`config.mk`:
```
export PLATFORM = sky130hd
export DESIGN_NAME = jamma_joy_scan
export DESIGN_NICKNAME = d
export VERILOG_FILES = /design/src/rtl/jamma_pkg.sv /design/src/rtl/jamma_debounce.sv /design/src/rtl/jamma_joy_scan.sv
export SDC_FILE = /design/constraint.sdc
export NUM_CORES = 1
export LEC_CHECK = 0
export CAP_MARGIN = 25
export CORE_MARGIN = 4
export CORE_UTILIZATION = 54
export DETAILED_ROUTE_END_ITERATION = 10
export PLACE_DENSITY = 0.8
export SYNTH_ARGS = -nofsm -noshare
export SYNTH_HDL_FRONTEND = slang
export SYNTH_SLANG_ARGS = --single-unit
```
`constraint.sdc`:
```
create_clock -name pclk -period 2.3 [get_ports pclk]
set_input_delay 0.23 -clock pclk [delete_from_list [all_inputs] [get_ports pclk]]
set_output_delay 0.23 -clock pclk [all_outputs]
set_load 0.02 [all_outputs]
```
`src/rtl/jamma_pkg.sv`:
```
// Shared JAMMA definitions: harness bit positions, scan FSM states, helpers.
// No logic of its own; zero latency.
// No flow control; constants and pure functions only.
package jamma_pkg;

  // Bit positions on an active-low JAMMA player bus
  localparam int JAMMA_UP    = 0;
  localparam int JAMMA_DOWN  = 1;
  localparam int JAMMA_LEFT  = 2;
  localparam int JAMMA_RIGHT = 3;
  localparam int JAMMA_FIRE1 = 4;
  localparam int JAMMA_FIRE2 = 5;
  localparam int JAMMA_START = 6;
  localparam int JAMMA_SPARE = 7;

  // The DB9 joystick covers directions plus two fire buttons
  localparam int JAMMA_LOCAL_W = 6;

  // Idle level of an 8-bit active-low player bus (nothing pressed)
  localparam logic [7:0] JAMMA_RELEASED = 8'hFF;

  typedef enum logic {
    ST_SETTLE = 1'b0,
    ST_SAMPLE = 1'b1
  } scan_state_t;

  // Active-low merge: a press on either source reads as pressed
  function automatic logic [JAMMA_LOCAL_W-1:0] merge_local(
    input logic [JAMMA_LOCAL_W-1:0] bus,
    input logic [JAMMA_LOCAL_W-1:0] loc
  );
    return bus & loc;
  endfunction

endpackage

```
`src/rtl/jamma_debounce.sv`:
```
// Per-bit debounce of one player bus; a bit flips after DEB_MAX differing samples.
// Output registered on the enabled edge, visible the following cycle.
// No backpressure; samples are taken only when i_en is high.
module jamma_debounce
  import jamma_pkg::*;
#(
  parameter int WIDTH    = 8,
  parameter int DEB_BITS = 2
) (
  input  logic             i_clk,
  input  logic             i_rst_n,
  input  logic             i_en,
  input  logic [WIDTH-1:0] i_s,
  output logic [WIDTH-1:0] o_state
);

  // Counter value on which the next differing sample reaches 2^DEB_BITS-1
  localparam logic [DEB_BITS-1:0] DEB_LAST = DEB_BITS'((1 << DEB_BITS) - 2);

  logic [WIDTH-1:0]    r_state;
  logic [DEB_BITS-1:0] r_cnt [WIDTH];

  // Count consecutive disagreeing samples per bit; flip once the run is long enough
  always_ff @(posedge i_clk or negedge i_rst_n) begin
    if (!i_rst_n) begin
      r_state <= '1;
      for (int b = 0; b < WIDTH; b++) begin
        r_cnt[b] <= '0;
      end
    end else if (i_en) begin
      for (int b = 0; b < WIDTH; b++) begin
        if (i_s[b] == r_state[b]) begin
          r_cnt[b] <= '0;
        end else if (r_cnt[b] == DEB_LAST) begin
          r_state[b] <= ~r_state[b];
          r_cnt[b]   <= '0;
        end else begin
          r_cnt[b] <= r_cnt[b] + DEB_BITS'(1);
        end
      end
    end
  end

  assign o_state = r_state;

endmodule

```
`src/rtl/jamma_joy_scan.sv`:
```
// Time-multiplexed JAMMA scanner: select, settle, sample and debounce each player.
// Input flop adds 1 cycle; outputs update the cycle after each channel's sample.
// No backpressure; free-running scan with a scan_done pulse per full pass.
module jamma_joy_scan
  import jamma_pkg::*;
#(
  parameter int NPLAYERS = 2,
  parameter int SELW     = 1,
  parameter int WIDTH    = 8,
  parameter int SETTLE   = 4,
  parameter int DEB_BITS = 2
) (
  input  logic                      pclk,
  input  logic                      pll_lckd,
  input  logic [WIDTH-1:0]          jjoy,
  input  logic [JAMMA_LOCAL_W-1:0]  local_joy,
  output logic [SELW-1:0]           jselect,
  output logic [NPLAYERS*WIDTH-1:0] joy_out,
  output logic                      scan_done,
  output logic                      valid
);

  localparam int                CNTW          = (SETTLE > 1) ? $clog2(SETTLE) : 1;
  localparam logic [CNTW-1:0]   SETTLE_RELOAD = CNTW'(SETTLE - 1);
  localparam logic [SELW-1:0]   SEL_LAST      = SELW'(NPLAYERS - 1);

  // Parameter sanity, caught at elaboration
  if (SETTLE < 1) begin : g_chk_settle
    $error("jamma_joy_scan: SETTLE must be at least 1");
  end
  if (NPLAYERS < 2) begin : g_chk_nplayers
    $error("jamma_joy_scan: NPLAYERS must be at least 2");
  end
  if (NPLAYERS > (1 << SELW)) begin : g_chk_selw
    $error("jamma_joy_scan: SELW too narrow for NPLAYERS");
  end
  if (WIDTH < JAMMA_LOCAL_W) begin : g_chk_width
    $error("jamma_joy_scan: WIDTH must cover the local joystick bits");
  end

  logic [WIDTH-1:0]         r_jjoy;
  logic [JAMMA_LOCAL_W-1:0] r_local;
  scan_state_t              r_state;
  logic [CNTW-1:0]          r_settle;
  logic [SELW-1:0]          r_sel;
  logic                     r_done;
  logic                     r_valid;
  logic                     w_sample;
  logic [WIDTH-1:0]         w_s0;

  // Single flop on the asynchronous harness and DB9 pins
  always_ff @(posedge pclk or negedge pll_lckd) begin
    if (!pll_lckd) begin
      r_jjoy  <= '1;
      r_local <= '1;
    end else begin
      r_jjoy  <= jjoy;
      r_local <= local_joy;
    end
  end

  // Scan FSM: hold each select for SETTLE cycles, then spend one cycle sampling it
  always_ff @(posedge pclk or negedge pll_lckd) begin
    if (!pll_lckd) begin
      r_state  <= ST_SETTLE;
      r_settle <= SETTLE_RELOAD;
      r_sel    <= '0;
      r_done   <= 1'b0;
      r_valid  <= 1'b0;
    end else begin
      r_done <= 1'b0;
      case (r_state)
        ST_SETTLE: begin
          if (r_settle == '0) begin
            r_state <= ST_SAMPLE;
          end else begin
            r_settle <= r_settle - CNTW'(1);
          end
        end
        ST_SAMPLE: begin
          r_state  <= ST_SETTLE;
          r_settle <= SETTLE_RELOAD;
          if (r_sel == SEL_LAST) begin
            r_sel   <= '0;
            r_done  <= 1'b1;
            r_valid <= 1'b1;
          end else begin
            r_sel <= r_sel + SELW'(1);
          end
        end
      endcase
    end
  end

  assign w_sample = (r_state == ST_SAMPLE);

  // Player 0 also sees the on-board DB9 stick on its low bits
  always_comb begin
    w_s0                      = r_jjoy;
    w_s0[JAMMA_LOCAL_W-1:0]   = merge_local(r_jjoy[JAMMA_LOCAL_W-1:0], r_local);
  end

  for (genvar p = 0; p < NPLAYERS; p++) begin : g_player
    logic w_en;
    assign w_en = w_sample && (r_sel == SELW'(p));

    jamma_debounce #(
      .WIDTH    (WIDTH),
      .DEB_BITS (DEB_BITS)
    ) u_deb (
      .i_clk   (pclk),
      .i_rst_n (pll_lckd),
      .i_en    (w_en),
      .i_s     ((p == 0) ? w_s0 : r_jjoy),
      .o_state (joy_out[p*WIDTH +: WIDTH])
    );
  end

  assign jselect   = r_sel;
  assign scan_done = r_done;
  assign valid     = r_valid;

endmodule

```
==> impl_metrics.env <==
export IMPL_status="complete, no violations"
export IMPL_rsz0062_at_grt="no"
export IMPL_clock_root_buffer="clkbuf_8"
export IMPL_skew_ns=0.00982
export IMPL_place_inst=307
export IMPL_grt_pass1_wl_um=7890
export IMPL_async_flop_share_pct=100
export IMPL_initial_core_util_pct=55.7
export IMPL_htreeDepth=3
export IMPL_clock_latency_ns=0.34
export IMPL_synth_mux_area_share_pct=7.88
export IMPL_die_y_um=80.6
export IMPL_p_seq_share_pct=54.1
export IMPL_yosys_area_share_simple_pct=13.0
export IMPL_wl_per_cell_um=14.4
export IMPL_io_buffers=34
export IMPL_synth_most_common_cell="dfrtp_1"
export IMPL_finalSetupViolCount=0
export IMPL_maxCapViolations=0
export IMPL_critPathTopFamily="buffers and inverters"
export IMPL_slowest_stage="clkdlybuf4s50_1"
export IMPL_powerDensity_nw_per_um2=730
export IMPL_core_area_um2=5110
export IMPL_min_period_ns=1.75
export IMPL_drive_gt1_share_pct=32.7
export IMPL_synth_xor_area_share_pct=5.54
export IMPL_synth_seq_cells=68
export IMPL_crit_required_ns=2.07
export IMPL_antenna_found_initial=0
export IMPL_synth_top_area_share_pct=31.7
export IMPL_endpoint_kind="output pin"
export IMPL_setup_tns_final_ns=0
export IMPL_slew_viol_final=0
export IMPL_via_per_inst=5.26
export IMPL_power_frac_clock_pct=37.2
export IMPL_grt_pass1_vias=1816
export IMPL_avgSynthCellArea_um2=13.7
export IMPL_yosys_warnings=0
export IMPL_io_pins=35
export IMPL_fin_hold_ws_ns=0.292
export IMPL_power_mw=2.52
export IMPL_firstDrtPassIters=4
export IMPL_ys_top_cells_by_area="dfrtp_1 (32%), dfstp_2 (30%), mux2_2 (7.1%)"
export IMPL_gp_congestion=0.717
export IMPL_route_vias_total=1704
export IMPL_antenna_left=0
export IMPL_max_freq_mhz=572
export IMPL_p_sw_mw=0.596
export IMPL_areaGrowthSynthToFinish_pct=21.4
export IMPL_yosysSeqAreaShare_pct=61.2
export IMPL_cts_resized=0
export IMPL_finalCritPeriodShare_pct=75.9
export IMPL_synthTopCellsByCount="dfrtp_1 (36), dfstp_2 (32), a22o_1 (20), mux2_2 (18)"
export IMPL_wl_um=4680
export IMPL_synthAdderAreaFrac_pct=0.440
export IMPL_pwr_share_comb_pct=8.8
export IMPL_ir_worst_vdd_uv=587
export IMPL_yosysTopAreaCell="dfrtp_1"
export IMPL_synth_top_family_by_area="simple AND/OR/NAND/NOR gates"
export IMPL_die_w_um=80.6
export IMPL_worstSetupPathType="reg -> out"
export IMPL_fin_cells=324
export IMPL_slew_headroom_pct=60.4
export IMPL_cts_tree="done"
export IMPL_clock_sinks=68
export IMPL_slowest_delay_ns=0.61
export IMPL_ys_flop_type="dfrtp_1"
export IMPL_syn_nets=224
export IMPL_hold_buffers=1
export IMPL_drc=0
export IMPL_syn_inst=207
export IMPL_grt_max_degree=69
export IMPL_grt_overflow=0
export IMPL_hp_class="in -> reg"
export IMPL_die_area_um2=6490
export IMPL_critPathMaxFanout=3
export IMPL_crit_chain="clkdlybuf4s50_1"
export IMPL_yosysUniqueCellTypes=28
export IMPL_cts_buffers=9
export IMPL_p_sw_share_pct=23.6
export IMPL_power_leakage_nw=1.37
export IMPL_antenna_cells=0
export IMPL_synth_area_um2=2840
export IMPL_nNetsFinal=266
export IMPL_dp_hpwl_um=3160
export IMPL_crit_buf_inv=1
export IMPL_hold_viol=0
export IMPL_row_count=26
export IMPL_synth_compound_area_share_pct=9.41
export IMPL_dr_first_iter_drc_count=62
export IMPL_path_clk_slew_ns=0.07
export IMPL_post_cts_setup_buffers=0
export IMPL_worstPathArrival_ns=1.52
export IMPL_cts_max_path_buffers=2
export IMPL_grt_usage_pct=16.2
export IMPL_tightest_slew_ns=0.591
export IMPL_synth_edff_count=0
export IMPL_power_internal_mw=1.93
export IMPL_worstSetupStartpointType="flip-flop"
==> cells by family (layout without fill, tap and decap cells) <==
| kind of cell | Yosys count | in the layout |
|---|---|---|
| flops | 68 | 68 |
| mux | 20 | 20 |
| buf+inv | 11 | 58 |
| xor+xnor | 18 | 18 |
| simple gates | 54 | 54 |
| fa+ha+maj | 1 | 1 |
| compound gates | 35 | 35 |
==> per-layer routing <==
| metal | GRT usage, % | up-vias | share of wire (%) | wire length [µm] |
|---|---|---|---|---|
| met5 | 0 | - | 0 | 0 |
| met4 | 5.57 | 0 | 1.5 | 69 |
| met3 | 6.39 | 10 | 6.0 | 280 |
| met2 | 27.6 | 44 | 49 | 2280 |
| met1 | 18.3 | 829 | 44 | 2050 |
| li1 | - | 821 | - | - |
==> state kept, by name (all words and copies together), names as in the netlist <==
signal	count
r_local	6
r_settle	2
r_jjoy	8
scan_done	1
valid	1
jselect	1
r_state	1
g_player.u_deb.r_cnt	32
g_player.u_deb.o_state	16
==> through the flow <==
stage                     worst slack (ns)  util (%)  area, µm²
after floorplan                      0.923         -       2840
after global placement               0.765      63.6       3250
after detailed placement             0.682      63.6       3250
after CTS                            0.530      67.6       3450
after global routing                 0.509      67.6       3450
final                                0.553      67.6       3450
==> power by group through the flow <==
stage | Combinational, mW | Sequential, mW | Clock, mW
after floorplan | 0.104 | 1.39 | 0
after global placement | 0.218 | 1.38 | 0
after detailed placement | 0.225 | 1.38 | 0
after CTS | 0.226 | 1.36 | 0.967
after global routing | 0.240 | 1.37 | 1.02
final | 0.221 | 1.36 | 0.938
==> layout by cell type, fill, tap and decap left out, types with 3 or more instances in the layout <==
cell type and instances:
nand2_1 9, nor3b_1 5, xor2_1 4, o31ai_1 7, mux2_2 18, clkinvlp_4 4
xnor2_1 14, a22o_1 20, nand2b_1 10, buf_4 3, o21ai_0 7, dfrtp_1 36
dfstp_2 32, clkbuf_8 9, inv_1 3, clkdlybuf4s50_1 33, nor3_1 14, nor3b_2 10
==> path summary, 6_finish.rpt <==
check	cells past startpoint	start	end	slack (ns)
worst max-delay path	1	g_player[0].u_deb.o_state[0]$_DFFE_PN1P_	joy_out[0]	0.55
worst min-delay path	1	jjoy[3]	r_jjoy[3]$_DFF_PN1_	0.29
worst max register to register	3	r_state$_DFF_PN0_	g_player[1].u_deb.o_state[2]$_DFFE_PN1P_	0.68
worst min register to register	1	valid$_DFFE_PN0P_	valid$_DFFE_PN0P_	0.48
max in group asynchronous	3	pll_lckd	g_player[0].u_deb.o_state[4]$_DFFE_PN1P_	1.54
min in group asynchronous	3	pll_lckd	g_player[0].u_deb.r_cnt[11]$_DFFE_PN0P_	0.43
==> cell type report <==
cell class | instances | area [µm²]
clock buffers | 10 | 128
clock inverters | 6 | 65.1
fillers | 403 | 1660
inverters | 3 | 11.3
multi-input cells | 128 | 1030
flip-flops and latches | 68 | 1740
well taps | 70 | 87.6
repair buffers | 39 | 388
Note: power is estimated with default switching activity, not from simulation.
